`src/rtl/dummy_sm_driver.sv`:
```
// Initiator-side driver for the 4-state trigger handshake (IDLE, RUN, WAIT, DONE).
// Queues start requests, fires one-cycle triggers at an idle responder, follows
// the responder through its sequence, counts completions and flags violations.
module dummy_sm_driver #(
  parameter int unsigned MAX_PEND = 3,
  parameter int unsigned TIMEOUT  = 8,
  parameter int unsigned CNT_W    = 8
) (
  input  logic                          clk,
  input  logic                          rst,
  input  logic                          start_req,
  input  logic                          clr_err,
  input  logic [1:0]                    sm_state,
  output logic                          trigger,
  output logic                          busy,
  output logic [$clog2(MAX_PEND+1)-1:0] pend_cnt,
  output logic                          req_drop,
  output logic                          done_pulse,
  output logic [CNT_W-1:0]              done_cnt,
  output logic                          err_seq,
  output logic                          err_timeout
);

  localparam int unsigned PEND_W = $clog2(MAX_PEND + 1);
  localparam int unsigned WD_W   = $clog2(TIMEOUT + 1);

  localparam logic [PEND_W-1:0] PEND_MAX = PEND_W'(MAX_PEND);
  localparam logic [WD_W-1:0]   WD_LIMIT = WD_W'(TIMEOUT);

  localparam logic [1:0] SM_IDLE = 2'd0;
  localparam logic [1:0] SM_RUN  = 2'd1;
  localparam logic [1:0] SM_DONE = 2'd3;

  typedef enum logic [1:0] {
    D_IDLE  = 2'd0,
    D_ARM   = 2'd1,
    D_TRACK = 2'd2
  } drv_state_t;

  drv_state_t      r_state;
  logic [1:0]      r_exp;
  logic [WD_W-1:0] r_wd;

  logic       w_active;
  logic       w_issue;
  logic       w_full;
  logic       w_inc;
  logic       w_drop;
  logic [1:0] w_prev;
  logic       w_match;
  logic       w_stall;
  logic       w_seq_err;
  logic       w_retire;
  logic       w_to_err;
  logic       w_abort;
  logic       w_done;

  // Decode of the current cycle: issue, queue, sequence and watchdog events.
  always_comb begin
    w_active  = (r_state != D_IDLE);
    w_issue   = (r_state == D_IDLE) && (pend_cnt != '0) && (sm_state == SM_IDLE);
    w_full    = (pend_cnt == PEND_MAX);
    // A full queue still accepts a request when a trigger frees a slot this cycle.
    w_drop    = start_req && w_full && !w_issue;
    w_inc     = start_req && !w_drop;
    // The state before exp wraps naturally in 2 bits: RUN->IDLE, IDLE->DONE.
    w_prev    = r_exp - 2'd1;
    w_match   = (sm_state == r_exp);
    w_stall   = (sm_state == w_prev);
    w_seq_err = ((r_state == D_ARM) && (sm_state != SM_IDLE)) ||
                ((r_state == D_TRACK) && !w_match && !w_stall);
    w_retire  = (r_state == D_TRACK) && w_match && (r_exp == SM_IDLE);
    // Retirement on the limit cycle still counts as success.
    w_to_err  = w_active && (r_wd >= WD_LIMIT) && !w_retire;
    w_abort   = w_seq_err || w_to_err;
    w_done    = (r_state == D_TRACK) && w_match && (r_exp == SM_DONE) && !w_abort;
  end

  // Pending request counter and queue-full drop pulse.
  always_ff @(posedge clk or negedge rst) begin
    if (!rst) begin
      pend_cnt <= '0;
      req_drop <= 1'b0;
    end else begin
      req_drop <= w_drop;
      if (w_inc && !w_issue) begin
        pend_cnt <= pend_cnt + PEND_W'(1);
      end else if (!w_inc && w_issue) begin
        pend_cnt <= pend_cnt - PEND_W'(1);
      end
    end
  end

  // Sticky error flags; a fresh error beats a simultaneous clear.
  always_ff @(posedge clk or negedge rst) begin
    if (!rst) begin
      err_seq     <= 1'b0;
      err_timeout <= 1'b0;
    end else begin
      err_seq     <= (err_seq     && !clr_err) || w_seq_err;
      err_timeout <= (err_timeout && !clr_err) || w_to_err;
    end
  end

  // Driver FSM: trigger issue, responder tracking, watchdog, completion count.
  always_ff @(posedge clk or negedge rst) begin
    if (!rst) begin
      r_state    <= D_IDLE;
      r_exp      <= SM_IDLE;
      r_wd       <= '0;
      trigger    <= 1'b0;
      busy       <= 1'b0;
      done_pulse <= 1'b0;
      done_cnt   <= '0;
    end else begin
      done_pulse <= 1'b0;
      case (r_state)
        D_IDLE: begin
          if (w_issue) begin
            trigger <= 1'b1;
            busy    <= 1'b1;
            r_wd    <= WD_W'(1);
            r_exp   <= SM_RUN;
            r_state <= D_ARM;
          end else begin
            trigger <= 1'b0;
          end
        end

        D_ARM: begin
          trigger <= 1'b0;
          if (w_abort) begin
            busy    <= 1'b0;
            r_wd    <= '0;
            r_exp   <= SM_IDLE;
            r_state <= D_IDLE;
          end else begin
            r_wd    <= r_wd + WD_W'(1);
            r_state <= D_TRACK;
          end
        end

        D_TRACK: begin
          trigger <= 1'b0;
          if (w_abort) begin
            busy    <= 1'b0;
            r_wd    <= '0;
            r_exp   <= SM_IDLE;
            r_state <= D_IDLE;
          end else if (w_retire) begin
            busy    <= 1'b0;
            r_wd    <= '0;
            r_state <= D_IDLE;
          end else begin
            r_wd <= r_wd + WD_W'(1);
            if (w_match) begin
              r_exp <= r_exp + 2'd1;
            end
            if (w_done) begin
              done_pulse <= 1'b1;
              done_cnt   <= done_cnt + CNT_W'(1);
            end
          end
        end

        default: begin
          trigger <= 1'b0;
          busy    <= 1'b0;
          r_wd    <= '0;
          r_exp   <= SM_IDLE;
          r_state <= D_IDLE;
        end
      endcase
    end
  end

endmodule

```
`config.mk`:
```
export PLATFORM = sky130hd
export DESIGN_NAME = dummy_sm_driver
export DESIGN_NICKNAME = d
export VERILOG_FILES = /design/src/rtl/dummy_sm_driver.sv
export SDC_FILE = /design/constraint.sdc
export NUM_CORES = 1
export LEC_CHECK = 0
export CAP_MARGIN = 10
export CORE_UTILIZATION = 55
export CTS_CLUSTER_DIAMETER = 150
export CTS_CLUSTER_SIZE = 12
export DETAILED_ROUTE_END_ITERATION = 16
export GPL_TIMING_DRIVEN = 0
export PLACE_DENSITY = 0.82
export SYNTH_ARGS = -nofsm -noshare
export SYNTH_HDL_FRONTEND = slang
export SYNTH_SLANG_ARGS = --single-unit
export TNS_END_PERCENT = 1
```
`constraint.sdc`:
```
create_clock -name clk -period 5 [get_ports clk]
set_clock_uncertainty 0.15 [all_clocks]
set_input_delay 1.25 -clock clk [delete_from_list [all_inputs] [get_ports clk]]
set_output_delay 1.25 -clock clk [all_outputs]
set_load 0.01 [all_outputs]
```
==> flow_summary.json <==
{
  "critical_path_class": "flop to output pin",
  "post_cts_buffers": 0,
  "cp_slowest_cell": "clkdlybuf4s50_1",
  "cts_buffers": 3,
  "utilization_pct": 69.7,
  "ios": 22,
  "place_congestion": 0.854,
  "cts_root_buf": "clkbuf_4",
  "grt_util_all_layers_pct": 19.6,
  "crit_fanout": 6,
  "grt_pass1_vias": 852,
  "die_w_um": 50.2,
  "power_uw": 697,
  "rows": 17,
  "yosysSeqAreaShare_pct": 46.9,
  "rsz0062_at_grt": "no",
  "area_growth_syn_to_layout_pct": 20.4,
  "synth_top_cell_area_share_pct": 46.9,
  "cpPeakStageDelay_ps": 580,
  "max_slew.worst_pin.slew_ps": 1050,
  "setup-tns-final_ps": 0,
  "path_buf_inv": 1,
  "fillers": 164,
  "clockBufferDepth": 2,
  "antenna_found_initial": 0,
  "ant_nets": 0,
  "maxSlewHeadroom_pct": 30.1,
  "powerDensity_mw_per_mm2": 452,
  "setup_viol": 0,
  "h-tree-depth": 1,
  "peakVddDrop_mv": 0.332,
  "drc": 0,
  "end_kind": "output pin",
  "start_util_pct": 57.9,
  "multiInputGateArea_um2": 618,
  "required_ps": 3600,
  "crit_arrival_ps": 1380,
  "timing.fmax_mhz": 360,
  "yosys.area.top_type": "dfrtp_1",
  "critical_path.cell_chain": "clkdlybuf4s50_1",
  "syn_area_mm2": 0.00128,
  "grt_max_degree": 25,
  "crit_family": "buffers and inverters",
  "ys_seq_elements": 24,
  "synth_area_leaders": "dfrtp_1 (47%), xnor2_1 (6.2%), ha_1 (5.9%), xor2_2 (2.5%), inv_1 (2.1%)",
  "finalCriticalPeriod_ps": 2780,
  "design.die.area_mm2": 0.00252,
  "hpwl_um": 1620,
  "finalCritPeriodShare_pct": 55.5,
  "cts_tree": "done",
  "insertion_delay_ps": 310,
  "drt-initial-drc-count": 6,
  "p_leak_uw": 0.000698,
  "die_h_um": 50.2,
  "layout-drive-gt1-share_pct": 15.7,
  "vias": 867,
  "fin_nets": 147,
  "portBuffers": 19,
  "firstDrtPassIters": 4,
  "synth_nets": 123,
  "regArea_um2": 601,
  "grt_pass1_wl_um": 3680,
  "post_cts_resize_count": 0,
  "final-hold-violation-count": 0,
  "cts_sinks": 24,
  "status": "finished, final reports clean",
  "synth_cells": 111,
  "syn_avg_cell_area_um2": 11.5,
  "placed_cells": 158,
  "min-delay-path-class": "flop to flop",
  "ys.warnings.count": 0,
  "cp-start-kind": "flop",
  "post_drt_wl_per_cell_um": 13.4,
  "overflow": 0,
  "clkTransAtPathRegs_ps": 120,
  "timing.hold.ws_ps": 337,
  "synth_cell_type_count": 41,
  "maxCapViolCount": 0,
  "viasPerCell": 5.35,
  "antennaDiodeCount": 0,
  "core_mm2": 0.00221,
  "cts_hold_buf": 0,
  "drt_wl_total_um": 2170,
  "drv_slew": 0,
  "fin_cells": 162
}
## worst paths after layout
kind,start,end,slack (ps),cells after the start
worst max-delay path,pend_cnt[0],pend_cnt[0],2220,1
worst min-delay path,done_cnt[7],done_cnt[7],340,1
worst max register to register,r_exp[0],r_wd[2],2910,7
worst min register to register,done_cnt[7],done_cnt[7],340,1
max in group asynchronous,rst,done_pulse,2730,1
min in group asynchronous,rst,r_wd[2],1340,1
## routing by layer
metal	vias up	track usage, %	routed length (um)	share of wire [%]
li1	427	-	-	-
met1	420	27.2	1030	48
met2	15	30.0	1040	48
met3	5	3.03	55	2.5
met4	0	9.05	38	1.8
met5	-	0	0	0
## cells in the mapped netlist
| cell | n |
|---|---|
| a21bo_2 | 1 |
| o21ai_2 | 2 |
| inv_1 | 7 |
| o311a_1 | 1 |
| a21oi_1 | 1 |
| buf_4 | 1 |
| o21a_1 | 2 |
| a221o_1 | 1 |
| o21a_2 | 1 |
| xnor2_1 | 9 |
| nand3_1 | 2 |
| and2_1 | 2 |
| o32a_1 | 2 |
| nor4_4 | 1 |
| and4b_1 | 1 |
| o22a_1 | 1 |
| ha_1 | 6 |
| nand2_1 | 5 |
| or2b_1 | 1 |
| nor4b_2 | 1 |
| buf_6 | 2 |
| buf_2 | 1 |
| xor2_2 | 2 |
| and2_4 | 1 |
| o21ai_0 | 3 |
| nor4_1 | 1 |
| o221ai_1 | 1 |
| xor2_1 | 3 |
| nor4b_1 | 1 |
| nand4_1 | 1 |
| nand2b_1 | 2 |
| o41ai_2 | 1 |
| dfrtp_1 | 24 |
| and3_1 | 3 |
| a22o_1 | 3 |
| nor2_1 | 6 |
| nor2b_1 | 3 |
| mux2_2 | 1 |
| nor2_2 | 1 |
| a21o_2 | 1 |
| nor3_1 | 2 |
## per-stage QoR
stage	cell area [um^2]	worst slack, ps
2_1_floorplan	1280	2320
3_3_place_gp	1510	2200
3_5_place_dp	1510	2180
4_1_cts	1540	2210
5_1_grt	1540	2170
6_report	1540	2220
## final cells by class
| type | instances | share of cell area (%) |
|---|---|---|
| repair buffers | 19 | 12.3 |
| well taps | 28 | 2.27 |
| multi-input cells | 76 | 40.1 |
| clock buffers | 4 | 2.35 |
| inverters | 7 | 1.70 |
| flip-flops and latches | 24 | 39.0 |
| plain buffers | 4 | 2.27 |
## flip-flops by register name, summed over array words and instances (netlist names)
name,flops
r_wd,4
req_drop,1
r_state,2
done_pulse,1
r_exp,2
err_seq,1
busy,1
err_timeout,1
done_cnt,8
pend_cnt,2
trigger,1
## report_power, final
group          switching (uW)  internal [uW]
registers                57.2            239
logic                     148            152
clock network            56.7           44.5
## logic make-up (layout without fill, tap and decap cells)
logic type | count (synthesis) | in the layout | synth area share (%)
mux | 1 | 1 | 0.880
buf+inv | 11 | 34 | 4.79
xor+xnor | 14 | 14 | 10.8
compound gates | 21 | 21 | 14.1
simple gates | 34 | 34 | 16.7
fa+ha+maj | 6 | 6 | 5.86
flops | 24 | 24 | 46.9
## placed cells by master (no fill, tap or decap), types with 2 or more instances in the layout
| cell type | n |
|---|---|
| dfrtp_1 | 24 |
| clkdlybuf4s50_1 | 19 |
| xnor2_1 | 9 |
| inv_1 | 7 |
| nor2_1 | 6 |
| ha_1 | 6 |
| nand2_1 | 5 |
| nor2b_1 | 3 |
| o21ai_0 | 3 |
| a22o_1 | 3 |
| and3_1 | 3 |
| xor2_1 | 3 |
| clkbuf_4 | 3 |
| buf_6 | 2 |
| and2_1 | 2 |
| xor2_2 | 2 |
| o21ai_2 | 2 |
| nand2b_1 | 2 |
| o21a_1 | 2 |
| nor3_1 | 2 |
| nand3_1 | 2 |
| o32a_1 | 2 |
No activity file was read; power rests on OpenSTA's default activity.
